--- src/rtl/fetch_prefetch_stage.sv ---
// Stage-one fetch: owns the PC, issues imem reads and buffers returned words for decode.
// Issue stops once buffered plus outstanding words reach DEPTH. A redirect flushes everything and drains stale reads.
module fetch_prefetch_stage #(
  parameter int IW       = 16,
  parameter int AW       = 16,
  parameter int DEPTH    = 4,
  parameter int PC_STEP  = 2,
  parameter int RESET_PC = 0
) (
  input  logic                     clk,
  input  logic                     rst,
  input  logic                     halt_sys,
  input  logic                     redirect_valid,
  input  logic [AW-1:0]            redirect_pc,
  output logic                     imem_req,
  output logic [AW-1:0]            imem_addr,
  input  logic                     imem_gnt,
  input  logic                     imem_rvalid,
  input  logic [IW-1:0]            imem_rdata,
  output logic                     out_valid,
  input  logic                     out_ready,
  output logic [IW-1:0]            out_instr,
  output logic [AW-1:0]            out_pc,
  output logic [$clog2(DEPTH):0]   occupancy
);

  localparam int PW = $clog2(DEPTH);
  localparam int CW = PW + 1;
  localparam logic [CW:0]   DEPTH_W  = (CW+1)'(DEPTH);
  localparam logic [AW-1:0] STEP_W   = AW'(PC_STEP);
  localparam logic [AW-1:0] RST_PC_W = AW'(RESET_PC);

  typedef enum logic {S_RUN, S_DRAIN} state_t;

  state_t          r_state, w_state_nxt;
  logic [CW-1:0]   r_drop_cnt, w_drop_nxt;
  logic [AW-1:0]   r_pc;
  logic [CW-1:0]   r_inflight;

  logic [AW-1:0]   r_tag_mem [DEPTH];
  logic [PW-1:0]   r_tag_wp, r_tag_rp;

  logic [IW-1:0]   r_instr_mem [DEPTH];
  logic [AW-1:0]   r_pcq_mem [DEPTH];
  logic [PW-1:0]   r_wp, r_rp;
  logic [CW-1:0]   r_count;

  logic            w_req, w_fire, w_rsp, w_pop;
  logic [CW:0]     w_reserved;

  // Slots already promised: words buffered plus reads still owed by memory.
  assign w_reserved = {1'b0, r_count} + {1'b0, r_inflight};

  always_comb begin
    w_state_nxt = r_state;
    w_drop_nxt  = r_drop_cnt;
    w_req       = 1'b0;
    case (r_state)
      S_RUN: begin
        w_req = !rst && !halt_sys && !redirect_valid && (w_reserved < DEPTH_W);
        if (redirect_valid) begin
          w_drop_nxt  = r_inflight + CW'(w_req && imem_gnt) - CW'(imem_rvalid);
          w_state_nxt = (w_drop_nxt != '0) ? S_DRAIN : S_RUN;
        end
      end
      S_DRAIN: begin
        if (redirect_valid || imem_rvalid)
          w_drop_nxt = r_drop_cnt - CW'(imem_rvalid);
        if (w_drop_nxt == '0)
          w_state_nxt = S_RUN;
      end
      default: w_state_nxt = S_RUN;
    endcase
  end

  assign imem_req  = w_req;
  assign imem_addr = r_pc;
  assign w_fire    = w_req && imem_gnt;
  assign w_rsp     = (r_state == S_RUN) && imem_rvalid && !redirect_valid;
  assign out_valid = (r_count != '0) && !halt_sys;
  assign w_pop     = out_valid && out_ready && !redirect_valid;
  assign out_instr = r_instr_mem[r_rp];
  assign out_pc    = r_pcq_mem[r_rp];
  assign occupancy = r_count;

  always_ff @(posedge clk or posedge rst) begin
    if (rst) begin
      r_state    <= S_RUN;
      r_drop_cnt <= '0;
    end else begin
      r_state    <= w_state_nxt;
      r_drop_cnt <= w_drop_nxt;
    end
  end

  always_ff @(posedge clk or posedge rst) begin
    if (rst) begin
      r_pc       <= RST_PC_W;
      r_inflight <= '0;
      r_tag_wp   <= '0;
      r_tag_rp   <= '0;
      r_wp       <= '0;
      r_rp       <= '0;
      r_count    <= '0;
    end else if (redirect_valid) begin
      // Outstanding reads move to r_drop_cnt; the queues restart empty.
      r_pc       <= redirect_pc;
      r_inflight <= '0;
      r_tag_wp   <= '0;
      r_tag_rp   <= '0;
      r_wp       <= '0;
      r_rp       <= '0;
      r_count    <= '0;
    end else begin
      if (w_fire) begin
        r_pc     <= r_pc + STEP_W;
        r_tag_wp <= r_tag_wp + PW'(1);
      end
      if (w_rsp) begin
        r_tag_rp <= r_tag_rp + PW'(1);
        r_wp     <= r_wp + PW'(1);
      end
      if (w_pop)
        r_rp <= r_rp + PW'(1);
      r_inflight <= r_inflight + CW'(w_fire) - CW'(w_rsp);
      r_count    <= r_count + CW'(w_rsp) - CW'(w_pop);
    end
  end

  always_ff @(posedge clk or posedge rst) begin
    if (rst) begin
      for (int i = 0; i < DEPTH; i++) begin
        r_tag_mem[i]   <= '0;
        r_instr_mem[i] <= '0;
        r_pcq_mem[i]   <= '0;
      end
    end else begin
      if (w_fire)
        r_tag_mem[r_tag_wp] <= r_pc;
      if (w_rsp) begin
        r_instr_mem[r_wp] <= imem_rdata;
        r_pcq_mem[r_wp]   <= r_tag_mem[r_tag_rp];
      end
    end
  end

  a_no_orphan_rsp: assert property (@(posedge clk) disable iff (rst)
    (r_state == S_RUN && imem_rvalid) |-> (r_inflight != '0));

endmodule
--- config.mk ---
export PLATFORM = sky130hd
export DESIGN_NAME = fetch_prefetch_stage
export DESIGN_NICKNAME = d
export VERILOG_FILES = /design/src/rtl/fetch_prefetch_stage.sv
export SDC_FILE = /design/constraint.sdc
export NUM_CORES = 1
export LEC_CHECK = 0
export BUFFER_PORTS_ARGS = -buffer_cell sky130_fd_sc_hd__buf_4
export CAP_MARGIN = 20
export CORE_MARGIN = 8
export CORE_UTILIZATION = 34
export DETAILED_ROUTE_END_ITERATION = 8
export GPL_TIMING_DRIVEN = 1
export SYNTH_ARGS = -nofsm -noshare
export SYNTH_HDL_FRONTEND = slang
export SYNTH_SLANG_ARGS = --single-unit
--- constraint.sdc ---
create_clock -name clk -period 6.6 [get_ports clk]
set_input_delay 0.99 -clock clk [delete_from_list [all_inputs] [get_ports clk]]
set_output_delay 0.99 -clock clk [all_outputs]
set_load 0.1 [all_outputs]
* Word level (Yosys, flattened, before mapping)
Cells that the tools add are included.
** Word-level totals
- Register bits after elaboration :: 226
- Input port bits :: 39
- Output and inout bits :: 53
- Logic and storage cells :: 106
** Operators by class
- Add/sub/neg operators :: 13
- Magnitude comparators :: 7
- Eq/ne operators :: 1
- Muxes and demuxes :: 37
- Bitwise operators :: 5
- Reduce and logical (&&, ||, !) cells :: 22
** Operators by type and width (count)
- $bwmux 64 :: 3
- $mux 16 :: 10
- $bmux 16 s2 :: 3
- $demux 16 s2 :: 2
- $add 16x2->16 const B :: 1
- $mux 2 :: 8
- $mux 3 :: 5
- $ge 3x3->1 const B :: 4
- $logic_and 1x1->1 :: 12
- $not 2->3 :: 4
- $sub 3x1->3 :: 4
- $add 3x1->3 :: 3
- $add 2x1->2 const B :: 4
- $lt 3x1->1 const B :: 2
- $pmux 3 s2 :: 1
- $reduce_bool 2->1 :: 3
- $reduce_bool 3->1 :: 2
- $add 3x3->4 :: 1
- $lt 4x3->1 const B :: 1
- $mux 1 :: 4
- $logic_not 1->1 :: 3
- $logic_not 3->1 :: 1
- $ne 2x2->1 const B :: 1
- $pmux 1 s2 :: 1
- 2 further kinds :: 2

* Longest topological paths before layout
- Depth in word-level cells :: 11
- Mapped depth :: 13
- Mapped depth without buffers :: 12

* Least setup slack after synthesis
Ideal clock, no wire load.
- Kind :: register to output
- Start point :: register r_count[2] (netlist: occupancy[2])
- End point :: output imem_req
- Arrival time :: 2.977 ns
- Required time :: 5.610 ns
- Path slack :: 2.633 ns
- Stages on the path, launching flop included :: 5
- Path buffers :: 0
- Cell sequence :: dfrtp_1 -> ha_1 -> nor4_4 -> nand3_1 -> nor2_1
** On the way
- Word-level cells in the longest chain between the ends :: 4
** RTL lines
- start, declared :: RTL line 46 : logic [CW-1:0] r_count;
- start signal, assigned :: RTL line 126 : r_count <= r_count + CW'(w_rsp) - CW'(w_pop);
- $add 3x3->4 :: RTL line 52 : assign w_reserved = {1'b0, r_count} + {1'b0, r_inflight};
- $lt 4x3->1 :: RTL line 60 : w_req = !rst && !halt_sys && !redirect_valid && (w_reserved < DEPTH_W);
- $logic_and 1x1->1 :: RTL line 60
- $mux 1 :: RTL line 58 : case (r_state)
- end, declared :: RTL line 15 : output logic imem_req,
No other way between the ends.

* Worst setup path after layout
- Start point :: input redirect_valid
- End point :: register r_state
** On the way
- Word-level cells in the longest chain between the ends :: 10
- Elaborated cells on any way between the ends :: 15
- Those cells by class :: add/sub (2); mux (6); reduce/logical (7)
** RTL lines
- start, declared :: RTL line 13 : input logic redirect_valid,
- $logic_not 1->1 :: RTL line 60
- $logic_and 1x1->1 (2 in a row) :: RTL line 60
- $logic_and 1x1->1 :: RTL line 62 : w_drop_nxt = r_inflight + CW'(w_req && imem_gnt) - CW'(imem_rvalid);
- $add 3x1->3 :: RTL line 62
- $sub 3x1->3 :: RTL line 62
- $reduce_bool 3->1 :: RTL line 63 : w_state_nxt = (w_drop_nxt != '0) ? S_DRAIN : S_RUN;
- $mux 1 :: RTL line 63
- $mux 1 :: RTL line 61 : if (redirect_valid) begin
- $pmux 1 s2 * :: RTL line 58
- via w_state_nxt :: RTL line 35 : state_t r_state, w_state_nxt;
- end signal, assigned :: RTL line 91 : r_state <= w_state_nxt;
- end, declared :: RTL line 35
Mark *: on every way through the listed nets, which the timed path passes. The rest lies on a longest branch. The select of a mux whose other input is x is not followed.
A chain may end at the register's enable or synchronous reset.

==> metrics.cfg <==
[outcome]
status=finished, final reports clean

[sta]
rsz0062_at_grt=false
period_minus_slack_ps=3395
whs_ps=483.1
hold_viol=0
fmax_mhz=294.5
setup_ws_ps=3205
clock_skew_ps=11.33
period_share_pct=51.44
setup-tns-final_ps=0
slew_headroom_pct=31.94
finalSetupViolCount=0
final_max_slew_viol_count=0
worst_pin_slew_ps=1021

[cts]
clock_path_buffers=3
clk_root_buffer_cell=clkbuf_16
post_cts_buffers=0
htreeDepth=1
clock_latency_ps=520
postCtsHoldBufs=0
clkSinkCount=226
numCtsBuffers=26
clk_pin_slew_worst_paths_ps=60
cts_tree=yes
cts_resized=0

[die]
initial_core_util_pct=34.43
die_x_um=191.8
die_area_mm2=0.03677
core_mm2=0.03051
io_pins=92
num_rows=64
fp.dieH_um=191.8

[finish]
drive_gt1_share_pct=43.30
antenna_cells=0
final_nets=855
nFillCells=2813
design_area_mm2=0.01243
final_util_pct=40.76
synthToLayoutAreaGrowth_pct=18.38

[synthesis]
synth_flop_cell=dfrtp_1
yosysWarnings=0
synth_most_common_cell=dfrtp_1
yosysSeqAreaShare_pct=53.84
synth_cell_type_count=47
synth_area_leaders=dfrtp_1 54%, mux2_2 15%, mux4_2 10%
postSynthCellCount=718
synth_edf_count=0
synthTopCellsByCount=226 x dfrtp_1, 144 x mux2_2, 48 x mux4_2, 39 x mux2_1, 27 x nor2_1
syn-num-nets=779
synth_top_area_cell=dfrtp_1
netlist.area_leader.share_pct=53.84
syn_area_mm2=0.01050
ys_seq_elements=226
async_flop_share_pct=100.0
avgSynthCellArea_um2=14.63

[pwr]
p_sw_w=0.001864
p_leak_nw=5.880
power_frac_comb_pct=33.7
p_int_w=0.003071
vdd_ir_drop_max_uv=208.3
pwr_density_cell_mw_per_mm2=396.9
netSwitchingFraction_pct=37.78
seqPwrFrac_pct=35.6
clkPwrFrac_pct=30.6

[routing]
avgRoutedWirePerCell_um=19.54
num_vias=6162
drc_errors=0
dr.pass1.iters=4
final_antenna_net_count=0
via_per_inst=5.097
drtIter0Drc=235
drt_wl_total_mm=23.62

[grt]
grt_pass1_wl_mm=38.38
overflow=0
grt_max_degree=109
track_usage_pct=13.05
antenna_found_initial=0
grt_pass1_vias=6623

[run]
maxCapViolCount=0

[critical_path]
r2r_slack_ps=3250
r2r_start=occupancy[2]
path_class=in -> reg
start_kind=input port
crit_path_end_kind=register
startpoint=redirect_valid
worstPathRequired_ps=7050
arrival_ps=3840
cp_max_fo=30
r2r-end=r_state
reg2reg_depth=11

[place]
port_buffers=91
dpl-instance-area_mm2=0.01151
place_ws_ps=2734
dp_hpwl_mm=14.85
gp_congestion=0.7782

[hold_path]
min_to=r_instr_mem[22]
holdCritStartpoint=r_instr_mem[22]
holdPathStages=1
hold_path.class=reg -> reg

==> cells by family after synthesis <==
| group | count (synthesis) | share of synthesized area, % |
|---|---|---|
| compound gates | 48 | 2.811 |
| xor+xnor | 11 | 0.9173 |
| fa+ha+maj | 22 | 2.835 |
| buf+inv | 71 | 3.061 |
| flops | 226 | 53.84 |
| mux | 240 | 31.15 |
| simple gates | 100 | 5.384 |
==> per-stage QoR <==
step / power, W / instances
after global placement: 0.003450 / 1162
after CTS: 0.005005 / 1209
final: 0.004935 / 1209
after detailed placement: 0.003470 / 1162
after floorplan: 0.003099 / 718
after global routing: 0.005163 / 1209
==> registers in the layout (all words and copies together), names as in the netlist, 3 cells and up <==
register / flops
r_drop_cnt: 3
r_instr_mem: 64
r_pcq_mem: 64
imem_addr: 16
r_tag_mem: 64
r_inflight: 3
occupancy: 3
==> area by class of cell <==
class	count	area, µm²	share of cell area [%]
timing repair buffer	97	740.7	5.957
inverter	22	86.33	0.6943
multi-input combinational	421	4532	36.45
sequential	226	5657	45.49
clock inverter	10	140.1	1.127
tap	396	495.5	3.985
clock buffer	37	783.3	6.299
==> worst max-delay path, cell delays in order <==
cell and delay, ps:
buf_4 220, nor4_4 460, and4_1 390, inv_1 80
ha_1 270, inv_1 40, ha_1 180, fa_1 380
xnor2_1 140, a2111oi_0 530, nand3b_1 170
==> cell usage in the layout (no fill, tap or decap), types with 3 or more instances in the layout <==
master       n
buf_4       96
mux2_4       8
and3_2       4
ha_1        19
mux2_1      39
xnor2_1      8
xor2_1       3
mux4_2      48
bufinv_16    3
nand3_1     12
mux2_2     144
clkbuf_16   27
nor2b_1      6
clkbuf_1     3
nand2_4      3
or3_1        8
fa_1         3
nor2_1      27
or4_1        3
nand4_1      5
clkinv_2     5
o21ai_0     18
a21oi_1      6
and4_1       5
nor3_1       3
clkbuf_8     7
inv_1       21
o31ai_1      3
a31oi_1     12
nand2_1     14
dfrtp_1    225
==> power groups by stage <==
| stage | registers [W] | logic, W | clock network, W |
|---|---|---|---|
| final | 0.00176 | 0.00167 | 0.00151 |
| after global routing | 0.00179 | 0.00175 | 0.00162 |
| after CTS | 0.00176 | 0.00169 | 0.00156 |
| after detailed placement | 0.00178 | 0.00169 | 0 |
| after global placement | 0.00178 | 0.00167 | 0 |
| after floorplan | 0.00180 | 0.00130 | 0 |
==> layer usage <==
layer  track usage, %  wire [µm]
met1            18.54      11310
met2            20.28      10710
met3            2.705       1178
met4            2.872        423
met5                0          0
==> how the worst max path moves through the flow <==
stage,to,slack [ps],cells after the start
floorplan,imem_req,2630,4
CTS,out_pc[7],3110,3
detailed placement,r_state,2730,11
finish,r_state,3200,11
global route,r_state,3060,11
global placement,r_state,2790,11
Note: power is estimated with default switching activity, not from simulation.
